===== src/rtl/seq_divider_pkg.sv =====
// Shared constants for the sequential divider: FSM encodings and default width.
package seq_divider_pkg;

  localparam int DEFAULT_WIDTH = 32;

  typedef enum logic [1:0] {
    IDLE = 2'd0,
    RUN  = 2'd1,
    FIX  = 2'd2
  } state_t;

endpackage


===== src/rtl/seq_divider_div_step.sv =====
// One restoring-division iteration: shift in a dividend bit, trial-subtract the divisor.
module div_step
  import seq_divider_pkg::*;
#(
  parameter int WIDTH = DEFAULT_WIDTH
) (
  input  logic [WIDTH-1:0] rem,
  input  logic [WIDTH-1:0] dmag,
  input  logic             din,
  output logic [WIDTH-1:0] rem_next,
  output logic             qbit
);

  logic        [WIDTH:0] shifted;
  logic signed [WIDTH:0] trial;

  // rem < dmag keeps |trial| below 2^WIDTH, so bit WIDTH is a reliable borrow flag
  assign shifted  = {rem, din};
  assign trial    = $signed(shifted - {1'b0, dmag});
  assign qbit     = ~trial[WIDTH];
  assign rem_next = qbit ? trial[WIDTH-1:0] : shifted[WIDTH-1:0];

endmodule


===== src/rtl/seq_divider.sv =====
// Multi-cycle restoring divider (unsigned/signed) with start/busy/done handshake.
module seq_divider
  import seq_divider_pkg::*;
#(
  parameter int WIDTH = DEFAULT_WIDTH
) (
  input  logic             clk,
  input  logic             reset,
  input  logic             start,
  input  logic             is_signed,
  input  logic [WIDTH-1:0] dividend,
  input  logic [WIDTH-1:0] divisor,
  output logic             busy,
  output logic             done,
  output logic [WIDTH-1:0] quotient,
  output logic [WIDTH-1:0] remainder,
  output logic             div_by_zero
);

  localparam int CW = $clog2(WIDTH);
  localparam logic [CW-1:0] LAST = CW'(WIDTH - 1);

  state_t           state;
  logic [WIDTH-1:0] rem_p0;
  logic [WIDTH-1:0] quo_p0;
  logic [WIDTH-1:0] dmag_p0;
  logic [CW-1:0]    cnt;
  logic             neg_q;
  logic             neg_r;
  logic             dvz;
  logic [WIDTH-1:0] rem_next;
  logic             qbit;

  // Most-negative input maps to unsigned 2^(WIDTH-1), which fits WIDTH bits.
  function automatic logic [WIDTH-1:0] magnitude(input logic [WIDTH-1:0] v, input logic sg);
    return (sg && v[WIDTH-1]) ? (~v + 1'b1) : v;
  endfunction

  function automatic logic [WIDTH-1:0] cond_neg(input logic [WIDTH-1:0] v, input logic en);
    return en ? (~v + 1'b1) : v;
  endfunction

  div_step #(.WIDTH(WIDTH)) u_step (
    .rem      (rem_p0),
    .dmag     (dmag_p0),
    .din      (quo_p0[WIDTH-1]),
    .rem_next (rem_next),
    .qbit     (qbit)
  );

  always_ff @(posedge clk or posedge reset) begin
    if (reset) begin
      state       <= IDLE;
      rem_p0      <= '0;
      quo_p0      <= '0;
      dmag_p0     <= '0;
      cnt         <= '0;
      neg_q       <= 1'b0;
      neg_r       <= 1'b0;
      dvz         <= 1'b0;
      busy        <= 1'b0;
      done        <= 1'b0;
      quotient    <= '0;
      remainder   <= '0;
      div_by_zero <= 1'b0;
    end else begin
      done <= 1'b0;
      case (state)
        IDLE: begin
          if (start) begin
            neg_q   <= is_signed & (dividend[WIDTH-1] ^ divisor[WIDTH-1]);
            neg_r   <= is_signed & dividend[WIDTH-1];
            dmag_p0 <= magnitude(divisor, is_signed);
            rem_p0  <= '0;
            cnt     <= '0;
            busy    <= 1'b1;
            if (divisor == '0) begin
              // raw dividend is kept so it can be returned unmodified as the remainder
              dvz    <= 1'b1;
              quo_p0 <= dividend;
              state  <= FIX;
            end else begin
              dvz    <= 1'b0;
              quo_p0 <= magnitude(dividend, is_signed);
              state  <= RUN;
            end
          end
        end
        // ---- iteration stage: dividend shifts out the top, quotient bits enter the bottom
        RUN: begin
          rem_p0 <= rem_next;
          quo_p0 <= {quo_p0[WIDTH-2:0], qbit};
          cnt    <= cnt + 1'b1;
          if (cnt == LAST) state <= FIX;
        end
        // ---- sign-correction / output stage
        FIX: begin
          state       <= IDLE;
          busy        <= 1'b0;
          done        <= 1'b1;
          div_by_zero <= dvz;
          if (dvz) begin
            quotient  <= '1;
            remainder <= quo_p0;
          end else begin
            quotient  <= cond_neg(quo_p0, neg_q);
            remainder <= cond_neg(rem_p0, neg_r);
          end
        end
        default: state <= IDLE;
      endcase
    end
  end

endmodule


===== config.mk =====
export PLATFORM = sky130hd
export DESIGN_NAME = seq_divider
export DESIGN_NICKNAME = d
export VERILOG_FILES = /design/src/rtl/seq_divider_pkg.sv /design/src/rtl/seq_divider_div_step.sv /design/src/rtl/seq_divider.sv
export SDC_FILE = /design/constraint.sdc
export NUM_CORES = 1
export LEC_CHECK = 0
export ABC_AREA = 1
export CAP_MARGIN = 20
export CORE_ASPECT_RATIO = 0.5
export CORE_MARGIN = 3
export CORE_UTILIZATION = 64
export DETAILED_ROUTE_END_ITERATION = 16
export GPL_ROUTABILITY_DRIVEN = 0
export HOLD_SLACK_MARGIN = 0.06
export PLACE_DENSITY = 0.9
export SLEW_MARGIN = 5
export SYNTH_ARGS = -nofsm -noshare
export SYNTH_HDL_FRONTEND = slang
export SYNTH_SLANG_ARGS = --single-unit

===== constraint.sdc =====
create_clock -name clk -period 18.4 [get_ports clk]
set_input_delay 3.68 -clock clk [delete_from_list [all_inputs] [get_ports clk]]
set_output_delay 3.68 -clock clk [all_outputs]
set_load 0.005 [all_outputs]

# Word level (Yosys, flattened, before mapping)
# Index checks and enable logic that the tools add are counted.
# totals
regBits,173
input_bits,68
out_inout_bits,67
elab_cells,64
# op_classes
add_sub_neg,6
eq_ne,5
mux,22
bitwise_logic,8
n_reduce_logical,10
# op_table
cell,n
$mux 32,10
$add 32x1->32 const B,4
$not 32->32,4
$pmux 32 s2,2
$sub 33x32->33,1
$logic_not 32->1,1
$pmux 5 s2,1
$reduce_and 2->1,4
$mux 2,3
$add 5x1->5 const B,1
$eq 5x5->1 const B,1
$mux 5,1
$ne 2x2->1 const B,2
$pmux 2 s2,1
$reduce_bool 2->1,2
$mux 1,3
$and 1x1->1,2
$eq 2x1->1 const B,1
$eq 2x2->1 const B,1
$logic_and 1x1->1,2
$logic_not 2->1,1
$pmux 1 s2,1
$not 1->1,1
$xor 1x1->1,1

# Depth between registers and ports, before layout
# Gate-level depths: netlist of run 1.
# logic_depth
word_depth,6
ltp_mapped,18
ltp_nobuf,17

# Hierarchy
# From an unflattened synthesis of run 1, not the netlist that was laid out.
# unflattened
hier_cells,2264
hier_area_um2,14318.7
# by_module_without_submodules
module,n_inst,cells_per_inst,area_per_inst_um2,seq_area_each_um2
seq_divider,1,1580,11018.1,4329.2
div_step,1,684,3300.7,0.0

# Least setup slack after synthesis of run 1
# No wires, ideal clock.
# synth_timing
path_type,input port to flip-flop
from,input divisor[1]
to,register quo_p0[11]
setup_time_ns,0.117
t_arrival_ns,4.968
required_time_ns,18.283
path_slack_ns,13.315
stages,12
path_buffers,1
cell_sequence,inv_1 > ha_1 > nand2_1 > nor2_4 > nand4_2 > nor2_4 > nand2_2 > buf_2 > nand4_1 > nand3_1 > nand2_1 > nand2_1
# synth_via
elab_chain_len,4
# synth_lines
element,line,source
"start, declared",seq_divider.sv:12,"input logic [WIDTH-1:0] divisor,"
$logic_not 32->1,seq_divider.sv:77,if (divisor == '0) begin
$mux 32,seq_divider.sv:77,
$mux 32,seq_divider.sv:70,if (start) begin
$pmux 32 s2,seq_divider.sv:68,case (state)
"end signal, assigned",seq_divider.sv:80,quo_p0 <= dividend;
"end signal, assigned",seq_divider.sv:84,"quo_p0 <= magnitude(dividend, is_signed);"
"end signal, assigned",seq_divider.sv:92,"quo_p0 <= {quo_p0[WIDTH-2:0], qbit};"
"end, declared",seq_divider.sv:25,logic [WIDTH-1:0] quo_p0;
# No other way between the ends. The select of a mux whose other input is x is not followed.
# A chain may end at the register's enable or synchronous reset.

# Final worst setup path of run 1
# layout_timing
from,input divisor[1]
to,register quo_p0[2]
# The elaborated chain is that of the path after synthesis.

==> key figures, run 1 <==
Finish
  • Diodes inserted: 0
  • P&R area growth vs syn: 15.0%
  • Fraction of layout cells with a size suffix above 1: 4.93%
  • Design Area, Final: 16,000 um^2
  • Nets: 2,408

Yosys
  • Cell count after synthesis: 2,212
  • Synth Net Count: 2,319
  • Synth Cell Area: 13,900 um^2
  • Yosys warnings: 0
  • Syn Area/Cell: 6.30 um^2
  • Synth top area share: 31.1%
  • Top post-synthesis cells by area: dfrtp_1 31%, nand2_1 19%, nand3_1 8.6%, inv_1 8.1%, nor2_1 5.5%
  • Async set or reset register ratio after synthesis: 100%
  • Seq/Total Area, Yosys: 31.1%
  • Cell variety after synth: 46
  • EDFF count, synth: 0
  • Flops & latches, synth: 173
  • Synth Flop Type: dfrtp_1
  • Yosys top cell by area: dfrtp_1

Timing
  • Setup tns final: 0 ns
  • Crit share post-route: 31.5%
  • Worst-Margin Slew: 0.978 ns
  • Worst rel slew slack: 34.8%
  • Final Hold Vio Count: 0
  • Min Tclk post-route: 5.80 ns
  • Unrepaired setup endpoints after global routing: false
  • Maximum clock frequency: 0.172 GHz
  • Count of final max-slew check failures: 0
  • Worst setup margin: 12.60 ns
  • Skew final: 0.0129 ns
  • Setup violators final: 0

GRT
  • Remaining Overflow, GRT: 0
  • Met3 usage: 8.32%
  • Vias in the first global route: 13,798
  • GR Layer Usage met2: 61.0%
  • GR Util All Layers: 37.0%
  • Grt peak-use layer: met2
  • First-pass GRT wire length: 69,500 um
  • Met1 GRT Util: 47.7%
  • Largest net degree at the start of global routing: 106
  • Initial antenna violation count: 0

Detailed routing
  • DRC errors left: 0
  • Vias per cell: 5.89
  • Initial drt markers: 2,052
  • Drt first pass iters: 6
  • Number of routed nets with antenna violations: 0
  • Via count: 15,346
  • Final wirelength: 43,400 um
  • DR WL/cell: 16.6 um

Job
  • Max_cap viols: 0

Floorplan
  • Cell Rows: 37
  • Die area: 23,700 um^2
  • Die X: 215 um
  • Initial Utilization: 66.5%
  • CORE AREA: 21,000 um^2
  • # IOs: 135
  • Die Y: 110 um

Placed design
  • Placed inst area: 15,400 um^2
  • IO Port Bufs: 134
  • Post-DP HPWL: 32,200 um
  • Pre-CTS setup slack: 12.17 ns

Worst setup path
  • FF-to-FF path depth: 16
  • Max incr delay on CP: 0.59 ns
  • CP startpoint: divisor[1]
  • WP depth: 12
  • CP max-delay cell: nor2_2
  • Cells along the critical path: clkdlybuf4s50_1 -> inv_1 -> ha_1 -> nand2_1 -> nor2_4 -> nand3_1 -> nor2_2 -> inv_2 -> nand2_1 -> o21ai_1 -> o21ai_0 -> o21ai_0
  • Setup crit end: quo_p0[2]$_DFFE_PP0P_
  • R2r setup slk: 15.23 ns
  • Req. time, crit path: 18.75 ns
  • Critical path data arrival time: 6.15 ns
  • Crit Path Max Fanout: 20
  • Critical Path End Type: flip-flop
  • CP Class: input port to flip-flop
  • Crit path launch type: input port
  • Reg2reg start: quo_p0[31]$_DFFE_PP0P_
  • CP delay by family, top: simple AND/OR/NAND/NOR gates
  • Bufs and invs on worst path: 3
  • Reg2Reg Capture Point: rem_p0[28]$_DFFE_PP0P_

Clocking
  • CTS Sinks: 173
  • H-Tree Depth: 4
  • Clock edge transition at the registers on the reported setup and hold paths: 0.08 ns
  • Post-CTS sizing: 0
  • CTS max path bufs: 2
  • Worst skew pair latency: 0.46 ns
  • CTS tree: done
  • # hold bufs at CTS: 0
  • Clock root cell: clkbuf_16
  • CTS Buf Count: 17
  • Post CTS Setup Buffer Count: 0

Pwr
  • Final Total Pwr: 3.13 mW
  • PD cells: 195 nW/um^2
  • Leak Pwr: 8.12 nW
  • VDD IR max: 0.0818 mV

Worst hold path
  • Hold crit path type: flip-flop to flip-flop

Outcome
  • Status: completed
kinds of logic after synthesis:
family	count (synthesis)	share of synthesized area, %
compound gates	251	10.4
flops	173	31.1
xor+xnor	71	4.46
simple gates	1293	39.7
fa+ha+maj	39	3.56
buf+inv	385	10.9
worst min-delay path by stage:
stage	startpoint	end	slack, ns	cells after the start
floorplan	quo_p0[27]$_DFFE_PP0P_	quo_p0[27]$_DFFE_PP0P_	0.45	2
global placement	busy$_DFFE_PP0P_	busy$_DFFE_PP0P_	0.46	2
detailed placement	busy$_DFFE_PP0P_	busy$_DFFE_PP0P_	0.46	2
CTS	busy$_DFFE_PP0P_	busy$_DFFE_PP0P_	0.48	2
global route	busy$_DFFE_PP0P_	busy$_DFFE_PP0P_	0.51	2
finish	busy$_DFFE_PP0P_	busy$_DFFE_PP0P_	0.47	2
cell usage in the layout, fill, tap and decap left out, types with 10 or more instances in the layout:
master,synthesis,routed
clkbuf_16,0,17
a31oi_1,15,15
nand2_2,30,31
nand4_1,39,39
xnor2_1,16,16
nand3_1,239,239
nor2_2,8,10
nand2_1,723,722
nor3_1,13,13
nor2_1,205,203
clkdlybuf4s50_1,0,134
ha_1,38,38
a21oi_1,73,73
nand3b_1,10,10
o221ai_1,16,16
inv_1,301,300
xor2_1,55,55
dfrtp_1,173,173
o21bai_1,12,12
o21ai_0,99,99
Yosys cell counts, drive strengths merged (12+ instances only):
| master | count |
|---|---|
| nand2 | 758 |
| buf | 17 |
| nor3 | 15 |
| nor2 | 216 |
| nand3 | 242 |
| o21bai | 12 |
| xor2 | 55 |
| ha | 38 |
| a31oi | 15 |
| clkbuf | 57 |
| nand4 | 40 |
| o21ai | 105 |
| inv | 309 |
| dfrtp | 173 |
| xnor2 | 16 |
| a21oi | 74 |
| o221ai | 16 |
layer usage:
layer | vias to the layer above | part of all wire (%)
li1 | 7250 | -
met1 | 6966 | 40
met2 | 946 | 45
met3 | 184 | 11
met4 | 0 | 3.9
met5 | - | 0
cell type report:
type / count / area [um^2]
Inverter: 311 / 1170
Clock inverter: 15 / 174
Sequential cell: 173 / 4330
Fill cell: 1655 / 4950
Clock buffer: 17 / 425
Multi-Input combinational cell: 1654 / 8100
Timing Repair Buffer: 144 / 1460
Tap cell: 292 / 365
through the flow:
| step | hold slack, ns | util [%] | cells |
|---|---|---|---|
| after floorplan | 0.449 | - | 2212 |
| after global placement | 0.459 | 73.3 | 2572 |
| after detailed placement | 0.461 | 73.4 | 2573 |
| after CTS | 0.479 | 76.3 | 2605 |
| after global routing | 0.510 | 76.4 | 2606 |
| final | 0.474 | 76.4 | 2606 |
registers in the layout (all words and copies together), names as in the netlist, 2 cells and up:
| name | count |
|---|---|
| quotient | 32 |
| rem_p0 | 32 |
| remainder | 32 |
| cnt | 5 |
| state | 2 |
| quo_p0 | 32 |
| dmag_p0 | 32 |
report_power, final:
part	internal (mW)	leakage [nW]	total, mW	switching, mW
logic	0.725	5.73	2.02	1.29
clock network	0.183	0.292	0.365	0.181
registers	0.560	2.10	0.749	0.189
total	1.47	8.12	3.13	1.67
tightest hold or removal path, delay by kind of cell, from the launching register on:
family,cells,cell delay [ns]
DFF,1,0.34
and+or+nand+nor,2,0.10
No activity file was read; power rests on OpenSTA's default activity.
==> inputs of run 2 (changes only) <==
--- a/config.mk
+++ b/config.mk
@@ -9,11 +9,11 @@
 export CAP_MARGIN = 20
 export CORE_ASPECT_RATIO = 0.5
 export CORE_MARGIN = 3
-export CORE_UTILIZATION = 64
+export CORE_UTILIZATION = 53
 export DETAILED_ROUTE_END_ITERATION = 16
 export GPL_ROUTABILITY_DRIVEN = 0
 export HOLD_SLACK_MARGIN = 0.06
-export PLACE_DENSITY = 0.9
+export PLACE_DENSITY = 0.8
 export SLEW_MARGIN = 5
 export SYNTH_ARGS = -nofsm -noshare
 export SYNTH_HDL_FRONTEND = slang
==> constraint.sdc (replaced) <==
create_clock -name clk -period 4.82 [get_ports clk]
set_input_delay 0.964 -clock clk [delete_from_list [all_inputs] [get_ports clk]]
set_output_delay 0.964 -clock clk [all_outputs]
set_load 0.005 [all_outputs]
==> key figures, run 2 (same netlist as run 1, synthesis figures left out) <==
GRT
  • Remaining Overflow, GRT: 0 (unchanged)
  • Largest net degree at the start of global routing: 174 (+64%)
  • Vias in the first global route: 13,646 (-1.1%)
  • Initial antenna violation count: 0 (unchanged)
  • GR Util All Layers: 30.8% (-6.2 points)
  • First-pass GRT wire length: 70,000 um (+0.80%)

Clocking
  • Clock root cell: clkbuf_16
  • CTS max path bufs: 2 (unchanged)
  • Clock edge transition at the registers on the reported setup and hold paths: 0.08 ns (about the same)
  • Worst skew pair latency: 0.46 ns (about the same)
  • H-Tree Depth: 4 (unchanged)
  • CTS Sinks: 173 (unchanged)
  • Post CTS Setup Buffer Count: 0 (unchanged)
  • # hold bufs at CTS: 0 (unchanged)
  • Post-CTS sizing: 0 (unchanged)
  • CTS tree: done
  • CTS Buf Count: 17 (unchanged)

Timing
  • Crit share post-route: 64.4%
  • Setup tns final: 0 ns (unchanged)
  • Final Hold Vio Count: 0 (unchanged)
  • Worst rel slew slack: 32.5% (-2.4 points)
  • Worst setup margin: 1.72 ns (-10.88 ns)
  • Min Tclk post-route: 3.10 ns
  • Maximum clock frequency: 0.322 GHz
  • Setup violators final: 0 (unchanged)
  • Skew final: 0.0102 ns (-0.00273 ns)
  • Worst-Margin Slew: 1.01 ns (+0.0343 ns)
  • Count of final max-slew check failures: 0 (unchanged)
  • Unrepaired setup endpoints after global routing: false
  • Hold Slack: 0.487 ns (+0.0133 ns)

Worst setup path
  • Cells along the critical path: inv_1 -> ha_1 -> fa_1 -> inv_1 -> nand2_1 -> nand2_1 -> nand3_1 -> nand2_2 -> nand2_2 -> nand2_2 -> nand2_4 -> nand3_2 -> nand2_4 -> nand2_1 -> nand3_1 -> nand2_1
  • CP max-delay cell: nand2_4
  • Crit Path Max Fanout: 24 (+20%)
  • Critical Path End Type: flip-flop
  • R2r setup slk: 1.72 ns (-13.51 ns)
  • Req. time, crit path: 5.17 ns (-13.58 ns)
  • Reg2reg start: quo_p0[31]$_DFFE_PP0P_
  • Max incr delay on CP: 0.49 ns (-0.10 ns)
  • FF-to-FF path depth: 16 (unchanged)
  • Reg2Reg Capture Point: rem_p0[28]$_DFFE_PP0P_
  • Crit path launch type: flip-flop
  • CP Class: flip-flop to flip-flop
  • Critical path data arrival time: 3.45 ns (-2.70 ns)
  • Crit path top cell by count: nand2_1
  • CP delay by family, top: simple AND/OR/NAND/NOR gates
  • Bufs and invs on worst path: 2 (-1)

Worst hold path
  • Hold crit path type: flip-flop to flip-flop
  • Worst hold path depth: 2 (unchanged)
  • Worst Hold Launch: div_by_zero$_DFFE_PP0P_
  • Worst Hold Path EP: div_by_zero$_DFFE_PP0P_

Finish
  • Filler cell count: 2,420 (+46%)
  • Diodes inserted: 0 (unchanged)
  • Nets: 2,410 (+0.083%)
  • Most common cell after layout, fill and taps aside: nand2_1
  • P&R area growth vs syn: 15.5%
  • Fraction of layout cells with a size suffix above 1: 4.97% (+0.039 points)
  • Most frequent cells in the layout: 722 x nand2_1, 300 x inv_1, 239 x nand3_1

Detailed routing
  • Via count: 15,037 (-2.0%)
  • DR WL/cell: 16.4 um (-1.2%)
  • Number of routed nets with antenna violations: 0 (unchanged)
  • Final wirelength: 43,700 um (+0.88%)
  • Initial drt markers: 1,846 (-10%)
  • DRC errors left: 0 (unchanged)
  • Vias per cell: 5.65 (-4.0%)
  • Drt first pass iters: 6 (unchanged)

Job
  • Max_cap viols: 0 (unchanged)

Pwr
  • Leak Pwr: 8.13 nW (about the same)
  • PD cells: 744 nW/um^2 (+280%)
  • VDD IR max: 0.377 mV (+360%)

Outcome
  • Status: completed

Floorplan
  • Cell Rows: 41 (+11%)
  • # IOs: 135 (unchanged)
  • Die Y: 121 um (+9.4%)
  • Initial Utilization: 54.6% (-12 points)
  • CORE AREA: 25,500 um^2 (+22%)
  • Die X: 235 um (+9.6%)
  • Die area: 28,400 um^2 (+20%)

Placed design
  • IO Port Bufs: 134 (unchanged)
  • Pre-CTS setup slack: 1.31 ns (-10.86 ns)
  • Post-DP HPWL: 33,300 um (+3.4%)
-- run 2: cell count changes in the layout (fill, tap and decap cells not counted) --
| cell | previous run | this run |
|---|---|---|
| buf_12 | 0 | 2 |
| buf_16 | 2 | 0 |
| buf_4 | 8 | 10 |
| bufinv_16 | 0 | 3 |
| clkbuf_1 | 0 | 1 |
| clkinv_2 | 0 | 2 |
| clkinv_8 | 5 | 0 |
| clkinvlp_4 | 0 | 3 |
| inv_6 | 8 | 4 |
-- run 2: how the worst max path moves through the flow --
stage                        endpoint  cells after the start                   start  slack [ns]
5_1_grt         quo_p0[4]$_DFFE_PP0P_                     12              divisor[1]        1.35
4_1_cts        rem_p0[28]$_DFFE_PP0P_                     16  quo_p0[31]$_DFFE_PP0P_        1.77
3_3_place_gp    quo_p0[3]$_DFFE_PP0P_                     12              divisor[1]        1.36
2_1_floorplan        busy$_DFFE_PP0P_                      1                   reset        1.65
6_report       rem_p0[28]$_DFFE_PP0P_                     16  quo_p0[31]$_DFFE_PP0P_        1.72
3_5_place_dp    quo_p0[4]$_DFFE_PP0P_                     12              divisor[1]        1.31
-- run 2: worst register-to-register path, delay by kind of cell, from the launching register on --
kind	cells	cell delay (ns)
adders and majority gates	2	0.47
buffers and inverters	2	0.36
DFF	1	0.38
and+or+nand+nor	12	1.78
-- run 2: power by group --
part	switching [mW]	leakage (nW)	total, mW	internal (mW)
sequential	0.709	2.10	2.85	2.14
clock	0.651	0.296	1.48	0.827
combinational	4.90	5.73	7.66	2.76
-- run 2: stage by stage --
step / cells / area, um^2 / power, mW / utilization [%]
floorplan: 2212 / 13900 / 8.11 / -
finish: 2660 / 16100 / 12.0 / 63.0
global route: 2660 / 16100 / 13.1 / 63.0
CTS: 2659 / 16100 / 11.8 / 62.9
global placement: 2627 / 15500 / 10.1 / 60.6
detailed placement: 2627 / 15500 / 10.3 / 60.6
-- run 2: area by class of cell --
| type | instances | area [um^2] | share of cell area (%) |
|---|---|---|---|
| repair buffers | 146 | 1460 | 9.05 |
| flip-flops and latches | 173 | 4330 | 26.9 |
| clock inverters | 14 | 181 | 1.13 |
| clock buffers | 18 | 429 | 2.67 |
| multi-input cells | 1654 | 8100 | 50.3 |
| inverters | 311 | 1170 | 7.27 |
| well taps | 344 | 430 | 2.67 |
-- run 2: per-layer routing --
metal | vias to the layer above | part of all wire, % | track usage, %
li1 | 7229 | - | -
met4 | 0 | 3.6 | 13.1
met2 | 685 | 45 | 49.1
met1 | 6996 | 42 | 41.2
met3 | 127 | 9.0 | 6.04
met5 | - | 0 | 0
==> inputs of run 3 (changes only) <==
==> constraint.sdc (replaced) <==
create_clock -name clk -period 2.6 [get_ports clk]
set_input_delay 0.52 -clock clk [delete_from_list [all_inputs] [get_ports clk]]
set_output_delay 0.52 -clock clk [all_outputs]
set_load 0.005 [all_outputs]
==> key figures, run 3 (same netlist as run 1, synthesis figures left out) <==
Worst setup path
  • Crit path launch type: flip-flop
  • CP delay by family, top: simple AND/OR/NAND/NOR gates
  • Critical path data arrival time: 2.82 ns (-0.63 ns)
  • Crit Path Max Fanout: 12 (-50%)
  • FF-to-FF path depth: 18 (+2)
  • CP max-delay cell: dfrtp_1
  • Reg2reg start: quo_p0[31]$_DFFE_PP0P_
  • Bufs and invs on worst path: 3 (+1)
  • Max incr delay on CP: 0.39 ns (-0.10 ns)
  • R2r setup slk: 0.12 ns (-1.59 ns)
  • CP Class: flip-flop to flip-flop
  • Reg2Reg Capture Point: rem_p0[6]$_DFFE_PP0P_
  • Req. time, crit path: 2.94 ns (-2.23 ns)
  • Cells along the critical path: inv_1 -> ha_1 -> fa_2 -> inv_2 -> nand2_1 -> nand2_1 -> nand3_1 -> nand2_2 -> nand2_2 -> nand2_2 -> nand2_4 -> nand2_4 -> nand2_4 -> nand2_4 -> buf_12 -> nand2_2 -> nand3_1 -> nand2_1
  • Critical Path End Type: flip-flop

Floorplan
  • Die area: 28,400 um^2 (unchanged)
  • # IOs: 135 (unchanged)
  • CORE AREA: 25,500 um^2 (unchanged)
  • Cell Rows: 41 (unchanged)
  • Die Y: 121 um (unchanged)
  • Die X: 235 um (unchanged)
  • Initial Utilization: 54.6% (unchanged)

GRT
  • GR Util All Layers: 31.0% (+0.25 points)
  • Largest net degree at the start of global routing: 64 (-63%)
  • Vias in the first global route: 13,835 (+1.4%)
  • Initial antenna violation count: 0 (unchanged)
  • Remaining Overflow, GRT: 0 (unchanged)
  • First-pass GRT wire length: 70,900 um (+1.3%)

Timing
  • Worst setup margin: 0.122 ns (-1.59 ns)
  • Min Tclk post-route: 2.48 ns (-0.626 ns)
  • Skew final: 0.00823 ns (-0.00195 ns)
  • Setup violators final: 0 (unchanged)
  • Worst-Margin Slew: 0.650 ns (-0.362 ns)
  • Crit share post-route: 95.3% (+31 points)
  • Maximum clock frequency: 0.404 GHz (+25%)
  • Final Hold Vio Count: 0 (unchanged)
  • Worst rel slew slack: 56.6% (+24 points)
  • Count of final max-slew check failures: 0 (unchanged)

Pwr
  • Switch share: 51.8% (-0.44 points)
  • PD cells: 1380 nW/um^2 (+85%)
  • Sequential group share of total power: 23.0% (-0.7 points)
  • Pint: 11.0 mW (+93%)
  • Psw: 11.9 mW (+89%)
  • Clock power frac: 12.0% (-0.3 points)
  • Comb power frac: 65.0% (+1.1 points)
  • VDD IR max: 0.666 mV (+77%)
  • Leak Pwr: 8.44 nW (+3.8%)

Clocking
  • # hold bufs at CTS: 0 (unchanged)
  • CTS max path bufs: 2 (unchanged)
  • CTS Sinks: 173 (unchanged)
  • CTS Buf Count: 17 (unchanged)
  • CTS tree: done
  • Worst skew pair latency: 0.46 ns (about the same)
  • H-Tree Depth: 4 (unchanged)
  • Clock root cell: clkbuf_16
  • Clock edge transition at the registers on the reported setup and hold paths: 0.07 ns (about the same)

Detailed routing
  • Initial drt markers: 1,976 (+7.0%)
  • Final wirelength: 44,500 um (+1.8%)
  • Vias per cell: 5.62 (-0.60%)
  • DRC errors left: 0 (unchanged)
  • DR WL/cell: 16.4 um (-0.23%)
  • Number of routed nets with antenna violations: 0 (unchanged)
  • Drt first pass iters: 6 (unchanged)
  • Via count: 15,256 (+1.5%)

Finish
  • Fraction of layout cells with a size suffix above 1: 7.30% (+2.3 points)
  • Most frequent cells in the layout: 722 x nand2_1, 299 x inv_1, 239 x nand3_1
  • P&R area growth vs syn: 19.3%
  • Filler cell count: 2,233 (-7.7%)
  • Area occupied by multi-input gates: 8110 um^2 (about the same)
  • Nets: 2,465 (+2.3%)
  • Design Area, Final: 16,600 um^2 (+3.3%)
  • Fin util: 65.1% (+2.1 points)
  • Register area: 4330 um^2 (unchanged)
  • Non-Filler Instances: 2,715 (+2.1%)
  • Most common cell after layout, fill and taps aside: nand2_1
  • Diodes inserted: 0 (unchanged)

Placed design
  • IO Port Bufs: 134 (unchanged)
  • Pre-CTS setup slack: 0.0837 ns (-1.23 ns)
  • Placed cells: 2,683 (+2.1%)
  • Placed inst area: 16,000 um^2 (+3.4%)
  • Post-DP HPWL: 34,100 um (+2.6%)

Job
  • Max_cap viols: 0 (unchanged)

Outcome
  • Status: completed

Worst hold path
  • Hold crit path type: input port to asynchronous set/reset pin
[run 3: cell types whose count changed in the layout (fill, tap and decap cells not counted), moves of 2 or more]
cell / previous run / this run
buf_4: 10 / 57
buf_12: 2 / 10
clkinv_2: 2 / 0
clkinv_8: 0 / 2
inv_8: 2 / 4
[run 3: per-layer routing]
| metal | up-vias | global-route usage [%] | wire length (um) |
|---|---|---|---|
| li1 | 7337 | - | - |
| met3 | 142 | 6.56 | 4340 |
| met5 | - | 0 | 0 |
| met2 | 780 | 49.4 | 19700 |
| met4 | 0 | 13.4 | 1790 |
| met1 | 6997 | 41.2 | 18700 |
[run 3: through the flow]
stage	hold slack, ns	setup TNS (ns)	power (mW)
after global placement	0.456	0	19.4
after detailed placement	0.457	0	19.7
after CTS	0.434	0	22.6
final	0.434	0	22.9
after floorplan	0.449	-22.61	15.0
after global routing	0.447	-0.0227	24.8
[run 3: power by group through the flow]
| stage | combinational [mW] | sequential [mW] | clock, mW |
|---|---|---|---|
| final | 14.9 | 5.27 | 2.75 |
| after global routing | 16.6 | 5.38 | 2.87 |
| after CTS | 14.6 | 5.21 | 2.76 |
| after detailed placement | 14.5 | 5.24 | 0 |
| after global placement | 14.2 | 5.22 | 0 |
| after floorplan | 10.2 | 4.83 | 0 |
[run 3: worst max path at each step]
stage                      startpoint                        end  slack [ns]  depth (start not counted)
5_1_grt         rem_p0[0]$_DFFE_PP0P_  remainder[22]$_DFFE_PP0P_       -0.01                         11
4_1_cts        quo_p0[31]$_DFFE_PP0P_      rem_p0[6]$_DFFE_PP0P_        0.09                         18
3_5_place_dp               divisor[0]      quo_p0[3]$_DFFE_PP0P_        0.08                         13
6_report       quo_p0[31]$_DFFE_PP0P_      rem_p0[6]$_DFFE_PP0P_        0.12                         18
3_3_place_gp               divisor[0]     quo_p0[12]$_DFFE_PP0P_        0.12                         14
2_1_floorplan                   reset           busy$_DFFE_PP0P_       -0.13                          1
[run 3: repair_timing]
item,in CTS,in global routing
setup endpoints to repair,0,29
resized for setup,0,2
buffers inserted,0,0
[run 3: cell type report]
class	instances	area share, %
Multi-Input combinational cell	1654	48.7
Inverter	311	7.04
Timing Repair Buffer	201	11.8
Clock inverter	15	1.19
Tap cell	344	2.59
Sequential cell	173	26.0
Clock buffer	17	2.56
[run 3: worst reg2reg max path, delay by kind of cell, from the launching register on]
family	cells	cell delay, ns
flip-flops	1	0.39
buffers and inverters	3	0.34
adder cells (fa/ha/maj)	2	0.62
AND/OR/NAND/NOR	13	1.01
